==> config.mk <==
export PLATFORM = sky130hd
export DESIGN_NAME = pattern_mode_sched_flat
export DESIGN_NICKNAME = d
export VERILOG_FILES = /design/src/rtl/pattern_mode_sched_if.sv /design/src/rtl/pattern_mode_sched.sv /design/src/flat_wrapper.sv
export SDC_FILE = /design/constraint.sdc
export NUM_CORES = 1
export LEC_CHECK = 0
export BUFFER_PORTS_ARGS = -buffer_cell sky130_fd_sc_hd__buf_2
export CAP_MARGIN = 20
export CORE_ASPECT_RATIO = 1.2
export CORE_UTILIZATION = 53
export CTS_BUF_LIST = sky130_fd_sc_hd__clkbuf_8 sky130_fd_sc_hd__clkbuf_16
export DETAILED_ROUTE_END_ITERATION = 10
export GPL_TIMING_DRIVEN = 0
export PLACE_DENSITY = 0.85
export SETUP_SLACK_MARGIN = 0.15
export SLEW_MARGIN = 20
export SYNTH_ARGS = -nofsm -noshare
export SYNTH_HDL_FRONTEND = slang
export SYNTH_SLANG_ARGS = --single-unit
==> constraint.sdc <==
create_clock -name I_clk -period 2.1 [get_ports I_clk]
set_input_delay 0.21 -clock I_clk [delete_from_list [all_inputs] [get_ports I_clk]]
set_output_delay 0.21 -clock I_clk [all_outputs]
set_load 0.01 [all_outputs]
==> src/rtl/pattern_mode_sched_if.sv <==
// Handshake bundle between the mode scheduler, the key pin, the timing
// generator and the pattern generator. The slave modport is the scheduler's view.
interface pattern_mode_sched_if;
  logic       I_key;
  logic       I_vs;
  logic       I_ack;
  logic [2:0] O_mode;
  logic       O_req;
  logic       O_dir;
  logic       O_busy;

  modport slave (
    input  I_key,
    input  I_vs,
    input  I_ack,
    output O_mode,
    output O_req,
    output O_dir,
    output O_busy
  );

  modport master (
    output I_key,
    output I_vs,
    output I_ack,
    input  O_mode,
    input  O_req,
    input  O_dir,
    input  O_busy
  );
endinterface

==> src/rtl/pattern_mode_sched.sv <==
// Key-driven ping-pong mode scheduler committing on vsync via req/ack.
// Optional KEY_REPEAT_EN adds auto-repeat presses while the key is held.
module pattern_mode_sched #(
  parameter int DEBOUNCE_CYCLES = 270000,
  parameter int DB_W            = 20,
  parameter int MODE_MAX        = 5,
  parameter int REPEAT_CYCLES   = 13500000
) (
  input  logic                  I_clk,
  input  logic                  I_rst,
  pattern_mode_sched_if.slave   bus
);

  if ((64'd1 << DB_W) <= 64'(DEBOUNCE_CYCLES)) begin : g_bad_db_w
    $error("DB_W too small for DEBOUNCE_CYCLES");
  end
  if (MODE_MAX < 1 || MODE_MAX > 7) begin : g_bad_mode_max
    $error("MODE_MAX must be within 1..7");
  end
  if (REPEAT_CYCLES < 2) begin : g_bad_repeat
    $error("REPEAT_CYCLES must be at least 2");
  end

  typedef enum logic [1:0] {
    IDLE    = 2'd0,
    WAIT_VS = 2'd1,
    REQ     = 2'd2
  } state_t;

  localparam logic [2:0]      MAX_IDX = 3'(MODE_MAX);
  localparam logic [DB_W-1:0] DB_LAST = DB_W'(DEBOUNCE_CYCLES - 1);

  logic            key_s1;
  logic            key_s2;
  logic            key_db;
  logic            key_db_prev;
  logic [DB_W-1:0] db_cnt;
  logic            press;
  logic            vs_prev;
  logic            vs_rise;
  logic [2:0]      pend;
  logic            dir;
  logic            dirty;
  logic [2:0]      mode_q;
  logic            req_q;
  state_t          state_q;
  state_t          state_d;
  logic            commit;
  logic            ack_done;

  // Key is asynchronous, so it is synchronised before the debounce counter.
  always_ff @(posedge I_clk or posedge I_rst) begin
    if (I_rst) begin
      key_s1      <= 1'b0;
      key_s2      <= 1'b0;
      key_db      <= 1'b0;
      key_db_prev <= 1'b0;
      db_cnt      <= '0;
    end else begin
      key_s1      <= bus.I_key;
      key_s2      <= key_s1;
      key_db_prev <= key_db;
      if (key_s2 != key_db) begin
        if (db_cnt == DB_LAST) begin
          key_db <= key_s2;
          db_cnt <= '0;
        end else begin
          db_cnt <= db_cnt + 1'b1;
        end
      end else begin
        db_cnt <= '0;
      end
    end
  end

`ifdef KEY_REPEAT_EN
  localparam int RP_W = $clog2(REPEAT_CYCLES);
  localparam logic [RP_W-1:0] RP_LAST = RP_W'(REPEAT_CYCLES - 1);

  logic [RP_W-1:0] hold_cnt;
  logic            rep_tick;

  always_ff @(posedge I_clk or posedge I_rst) begin
    if (I_rst) begin
      hold_cnt <= '0;
    end else if (!key_db || hold_cnt == RP_LAST) begin
      hold_cnt <= '0;
    end else begin
      hold_cnt <= hold_cnt + 1'b1;
    end
  end

  assign rep_tick = key_db && (hold_cnt == RP_LAST);
  assign press    = (key_db & ~key_db_prev) | rep_tick;
`else
  assign press = key_db & ~key_db_prev;
`endif

  assign vs_rise = bus.I_vs & ~vs_prev;

  // A press coinciding with a commit keeps dirty set so the next frame commits again.
  always_ff @(posedge I_clk or posedge I_rst) begin
    if (I_rst) begin
      vs_prev <= 1'b0;
      pend    <= 3'd0;
      dir     <= 1'b1;
      dirty   <= 1'b0;
    end else begin
      vs_prev <= bus.I_vs;
      if (press) begin
        dirty <= 1'b1;
        if (dir && pend == MAX_IDX) begin
          pend <= MAX_IDX - 3'd1;
          dir  <= 1'b0;
        end else if (!dir && pend == 3'd0) begin
          pend <= 3'd1;
          dir  <= 1'b1;
        end else if (dir) begin
          pend <= pend + 3'd1;
        end else begin
          pend <= pend - 3'd1;
        end
      end else if (commit) begin
        dirty <= 1'b0;
      end
    end
  end

  always_ff @(posedge I_clk or posedge I_rst) begin
    if (I_rst) begin
      state_q <= IDLE;
      mode_q  <= 3'd0;
      req_q   <= 1'b0;
    end else begin
      state_q <= state_d;
      if (commit) begin
        mode_q <= pend;
        req_q  <= 1'b1;
      end else if (ack_done) begin
        req_q  <= 1'b0;
      end
    end
  end

  always_comb begin
    state_d  = state_q;
    commit   = 1'b0;
    ack_done = 1'b0;
    case (state_q)
      IDLE: begin
        if (dirty) state_d = WAIT_VS;
      end
      WAIT_VS: begin
        if (vs_rise) begin
          commit  = 1'b1;
          state_d = REQ;
        end
      end
      REQ: begin
        if (bus.I_ack) begin
          ack_done = 1'b1;
          state_d  = IDLE;
        end
      end
      default: state_d = IDLE;
    endcase
  end

  assign bus.O_mode = mode_q;
  assign bus.O_req  = req_q;
  assign bus.O_dir  = dir;
  assign bus.O_busy = dirty | (state_q != IDLE);

endmodule

==> src/flat_wrapper.sv <==
// flat-port wrapper written by rule: the top's interface ports become plain ports
module pattern_mode_sched_flat 
#(
  parameter int DEBOUNCE_CYCLES = 270000,
  parameter int DB_W            = 20,
  parameter int MODE_MAX        = 5,
  parameter int REPEAT_CYCLES   = 13500000
)
  (I_clk, I_rst, bus_I_key, bus_I_vs, bus_I_ack, bus_O_mode, bus_O_req, bus_O_dir, bus_O_busy);
  pattern_mode_sched_if bus_i ();
  input  logic I_clk;
  input  logic I_rst;
  input wire logic [$bits(bus_i.I_key)-1:0] bus_I_key;
  input wire logic [$bits(bus_i.I_vs)-1:0] bus_I_vs;
  input wire logic [$bits(bus_i.I_ack)-1:0] bus_I_ack;
  output wire logic [$bits(bus_i.O_mode)-1:0] bus_O_mode;
  output wire logic [$bits(bus_i.O_req)-1:0] bus_O_req;
  output wire logic [$bits(bus_i.O_dir)-1:0] bus_O_dir;
  output wire logic [$bits(bus_i.O_busy)-1:0] bus_O_busy;
  assign bus_i.I_key = bus_I_key;
  assign bus_i.I_vs = bus_I_vs;
  assign bus_i.I_ack = bus_I_ack;
  assign bus_O_mode = bus_i.O_mode;
  assign bus_O_req = bus_i.O_req;
  assign bus_O_dir = bus_i.O_dir;
  assign bus_O_busy = bus_i.O_busy;
  pattern_mode_sched #(.DEBOUNCE_CYCLES(DEBOUNCE_CYCLES), .DB_W(DB_W), .MODE_MAX(MODE_MAX), .REPEAT_CYCLES(REPEAT_CYCLES)) u_core (.I_clk(I_clk), .I_rst(I_rst), .bus(bus_i));
endmodule
# After elaboration in Yosys (flattened, before gate mapping)
# Cells that the tools add are included.
[word_totals] reg_bits=36 latch_bits=0 ramBits=0 romBits=0 in_bits=5 out_inout_bits=6 wordCells=59 n_memories=0
[classes] addsub=3 multipliers=0 div_mod_pow=0 order_cmp=0 n_eq_ne=8 shifts=0 muxes=19 n_bitwise=5 reduce_logical=12
[ops] cell="20-bit 2-to-1 mux" count=2
[ops] cell="20-bit by 1-bit adder with 20-bit output, second input constant" count=1
[ops] cell="20-bit by 19-bit equality test with 1-bit output, second input constant" count=1
[ops] cell="1-bit 2-to-1 mux" count=10
[ops] cell="3-bit 2-to-1 mux" count=3
[ops] cell="2-bit nonzero test" count=4
[ops] cell="2-bit 2-to-1 mux" count=3
[ops] cell="2-bit one-hot mux with 3 select lines" count=1
[ops] cell="2-bit by 1-bit inequality test with 1-bit output, second input constant" count=2
[ops] cell="2-bit AND reduction" count=2
[ops] cell="3-bit by 1-bit adder with 3-bit output, second input constant" count=1
[ops] cell="3-bit equality test, second input constant" count=1
[ops] cell="3-bit zero test" count=1
[ops] cell="3-bit AND reduction" count=1
[ops] cell="3-bit by 1-bit subtractor with 3-bit output, second input constant" count=1
[ops] cell="1-bit AND" count=2
[ops] cell="2-bit by 1-bit equality test with 1-bit output, second input constant" count=1
[ops] cell="2-bit equality test, second input constant" count=1
[ops] cell="1-bit logical AND" count=2
[ops] cell="2-bit zero test" count=1
[ops] cell="2-bit inequality test, second input constant" count=1
[ops] cell="1-bit NOT" count=2
[ops] cell="1-bit zero test" count=1
[ops] cell="1-bit inequality test" count=1
[ops] cell="1-bit OR" count=1

# Depth between registers and ports, before layout
[depth] depth_word=6 mapped_depth=6 depth_no_buf=5

# Worst setup path before layout
# OpenSTA, ideal clock, no wires.
[synth_timing] path_type="reg2reg" start="register u_core.db_cnt[8]" end="register u_core.key_db" setup_time_ns=0.125 t_arrival_ns=1.931 t_required_ns=1.975 setup_slack_ns=0.044 stages_incl_launch_ff=5 path_buffers=0 period_less_slack_ns=2.056 cell_sequence="dfrtp_1 -> or4b_1 -> or4_4 -> nor2_1 -> mux2_2"
[synth_via] elab_chain_len=2
[synth_lines] item="start: declaration" line_no="pattern_mode_sched.sv:37" rtl="logic [DB_W-1:0] db_cnt;"
[synth_lines] item="start signal: assignment" line_no="pattern_mode_sched.sv:68" rtl="db_cnt <= db_cnt + 1'b1;"
[synth_lines] item="20-bit by 19-bit equality test with 1-bit output" line_no="pattern_mode_sched.sv:64" rtl="if (db_cnt == DB_LAST) begin"
[synth_lines] item="2-bit AND reduction (no line)"
[synth_lines] item="end signal: assignment" line_no="pattern_mode_sched.sv:65" rtl="key_db <= key_s2;"
[synth_lines] item="end: declaration" line_no="pattern_mode_sched.sv:35" rtl="logic key_db;"
# Every way passes these cells.
# A chain may end at the register's enable or synchronous reset.

# Worst setup path after layout
[layout_timing] start="register u_core.db_cnt[13]" end="register u_core.db_cnt[9]"
[layout_via] elab_chain_len=3
[layout_lines] item="20-bit by 19-bit equality test with 1-bit output" line_no="pattern_mode_sched.sv:64"
[layout_lines] item="20-bit 2-to-1 mux" line_no="pattern_mode_sched.sv:64"
[layout_lines] item="20-bit 2-to-1 mux" line_no="pattern_mode_sched.sv:63" rtl="if (key_s2 != key_db) begin"
# Every way passes these cells.

==> results_dict.tcl <==
set metrics [dict create \
    drt_pass1_iterations 4 \
    ios 11 \
    finalCriticalPeriod_ns 2.12 \
    power_leakage_nw 0.902 \
    cts_sinks 36 \
    fin_skew_ns 0.0105 \
    clk_pin_slew_ns 0.07 \
    cap_viol_max_count 0 \
    synth_area_leader_cell "dfrtp_1" \
    cp-end-kind "register" \
    dieArea_um2 3520 \
    max-vdd-ir-drop_uv 694 \
    diodes 0 \
    yosys_warnings 0 \
    syn_inst 159 \
    stdcell_count 232 \
    clock-root-buffer "clkbuf_8" \
    slew_headroom_pct 34.8 \
    vias 1325 \
    critical-path-top-delay-family "simple AND/OR/NAND/NOR gates" \
    track_usage_pct 23.3 \
    setup_viol 12 \
    area_growth_pct 23.5 \
    timing.hold.ws_ns 0.0267 \
    worstMarginPinSlew_ns 0.965 \
    die_x_um 54.3 \
    viasPerCell 5.71 \
    antenna_found_initial 0 \
    grt_max_degree 37 \
    ys_seq_area_share_pct 51.8 \
    r2r_cells 6 \
    gp_congestion 0.802 \
    max_freq_mhz 471 \
    critical_path.max_stage_delay_ns 0.60 \
    r2r_end "u_core.db_cnt[9]$_DFF_PP0_" \
    hold_class "input pin to register" \
    grt_remaining_overflow 0 \
    clk_path_buf_depth 2 \
    period_share_pct 101 \
    finalWorstSetupSlack_ns -0.0230 \
    wl_per_cell_um 16.0 \
    hold_path_depth 1 \
    rsz0062_at_grt "yes" \
    cts_htree_levels 2 \
    fin_area_um2 2150 \
    fin_util_pct 69.7 \
    yosysTopAreaCellShare_pct 50.3 \
    avgSynthCellArea_um2 10.9 \
    drive_above_1_share_pct 33.2 \
    reg2reg_from "u_core.db_cnt[13]$_DFF_PP0_" \
    powerDensity_nw_per_um2 650 \
    layout_common_cells "dfrtp_1, xnor2_1, nor2_1, buf_4, buf_2" \
    crit_chain "or4bb_1 > or4_4 > o21ai_4 > buf_6 > buf_12 > nor2_2" \
    yosys-top-cells-area "dfrtp_1, xnor2_1, nor2_2" \
    holdCritStartpoint "bus_I_key" \
    cp-start-kind "register" \
    cts-buffers-inserted 5 \
    maxSlewViolCount 0 \
    syn-num-nets 166 \
    io_buffers 10 \
    route.detailed.drc 0 \
    hold_viol_final 0 \
    cp_num_buf_inv 2 \
    fin_nets 202 \
    ant_nets 0 \
    die_h_um 64.8 \
    grt_pass1_vias 1282 \
    place_inst 205 \
    routed_wirelength_mm 3.70 \
    initialDrtViolationCount 38 \
    status "finished with violations" \
    place_area_um2 1840 \
    start_util_pct 56.5 \
    grt_pass1_wl_mm 5.79 \
    startpoint "u_core.db_cnt[13]$_DFF_PP0_" \
    yosys.cell_types.count 40 \
    crit_path_max_fanout 5 \
    std_cell_rows 22 \
    tritoncts "done" \
    mostFrequentLayoutCell "dfrtp_1" \
    worstSetupPathType "register to register" \
    ys_ff_latch 36 \
    syn_area_um2 1740 \
    slowest_stage "or4_4" \
    clock_latency_ns 0.29 \
    violations "negative setup slack" \
    holdPathEnd "u_core.key_s1$_DFF_PP0_" \
    hpwl_mm 2.23 \
    core_um2 3080 \
    required_ns 2.27 \
    crit_arrival_ns 2.29 \
    r2r_slack_ns -0.02 \
]
## flip-flops by register name, summed over array words and instances (netlist names)
register / count
u_core.bus.O_dir: 1
u_core.bus.O_mode: 3
u_core.bus.O_req: 1
u_core.db_cnt: 20
u_core.dirty: 1
u_core.key_db: 1
u_core.key_db_prev: 1
u_core.key_s1: 1
u_core.key_s2: 1
u_core.pend: 3
u_core.state_q: 2
u_core.vs_prev: 1
## final cells by class
class                      count  area [um^2]
fill                         208          933
multi-input combinational    112          827
buffer                         4         35.0
clock inverter                 2         10.0
clock buffer                   6         82.6
inverter                       8         30.0
timing repair buffer          28          216
sequential                    36          903
tap                           36         45.0
## cells by family after synthesis
family / Yosys count / synth area share [%]
AO/OA/AOI/OAI: 15 / 6.04
XOR/XNOR: 18 / 9.06
adder cells (fa/ha/maj): 2 / 1.87
buffers and inverters: 12 / 3.52
flip-flops: 36 / 51.8
multiplexers: 5 / 3.16
AND/OR/NAND/NOR: 71 / 24.5
## worst register-to-register path: cells and delay by family, from the launching register on
family,cells,cell delay [ns]
buf+inv,2,0.26
compound gates,1,0.23
simple gates,3,1.14
flops,1,0.38
## what timing repair did
action                                  in CTS  in global routing
gates resized for setup                      7                 10
setup buffers                               11                  6
gates cloned                                 2                  0
hold buffers                                 0                  0
endpoints found under the hold margin        0                  0
pin swaps                                    2                  5
endpoints found under the setup margin      21                 22
## worst max-delay path by stage
stage                                             end  slack (ns)  cells after the start
after floorplan           u_core.db_cnt[12]$_DFF_PP0_        0.07                      5
after global placement    u_core.db_cnt[16]$_DFF_PP0_       -0.07                      5
after detailed placement   u_core.db_cnt[0]$_DFF_PP0_       -0.12                      6
after CTS                 u_core.db_cnt[13]$_DFF_PP0_       0.009                      6
after global routing      u_core.db_cnt[13]$_DFF_PP0_       -0.07                      6
final                      u_core.db_cnt[9]$_DFF_PP0_       -0.02                      6
## power breakdown
| part | internal [mW] | switching (mW) |
|---|---|---|
| combinational | 0.0730 | 0.0697 |
| sequential | 0.723 | 0.0275 |
| clock | 0.262 | 0.242 |
| total | 1.06 | 0.339 |
## per-layer routing
layer,wire (um),up-vias,GRT usage [%],part of all wire [%]
li1,-,633,-,-
met5,0,-,0,0
met1,1570,649,27.1,42
met2,1960,35,39.6,53
met3,113,8,5.40,3.1
met4,58,0,9.62,1.6
## cells in the mapped netlist (all sizes together)
master,number
dfrtp,35
nor2,25
xnor2,15
inv,8
nor3,8
nand3,6
o21ai,6
nand2,5
mux2,4
nand4,4
or3,4
a21oi,3
clkbuf,3
nor3b,3
nor4,3
xor2,3
and3,2
nand3b,2
a21o,1
a311oi,1
and4,1
buf,1
dfstp,1
fa,1
ha,1
mux2i,1
nand2b,1
nand4bb,1
nor4b,1
nor4bb,1
o22a,1
o22ai,1
o311ai,1
o41ai,1
or2,1
or4,1
or4b,1
or4bb,1
## through the flow
step / setup WS [ns] / setup TNS [ns] / power, mW
6_report: -0.0230 / -0.186 / 1.40
5_1_grt: -0.0719 / -0.860 / 1.47
4_1_cts: 0.00874 / 0 / 1.40
3_5_place_dp: -0.115 / -1.08 / 0.884
3_3_place_gp: -0.0678 / -0.651 / 0.874
2_1_floorplan: 0.0723 / 0 / 0.841
No activity file was read; power rests on OpenSTA's default activity.
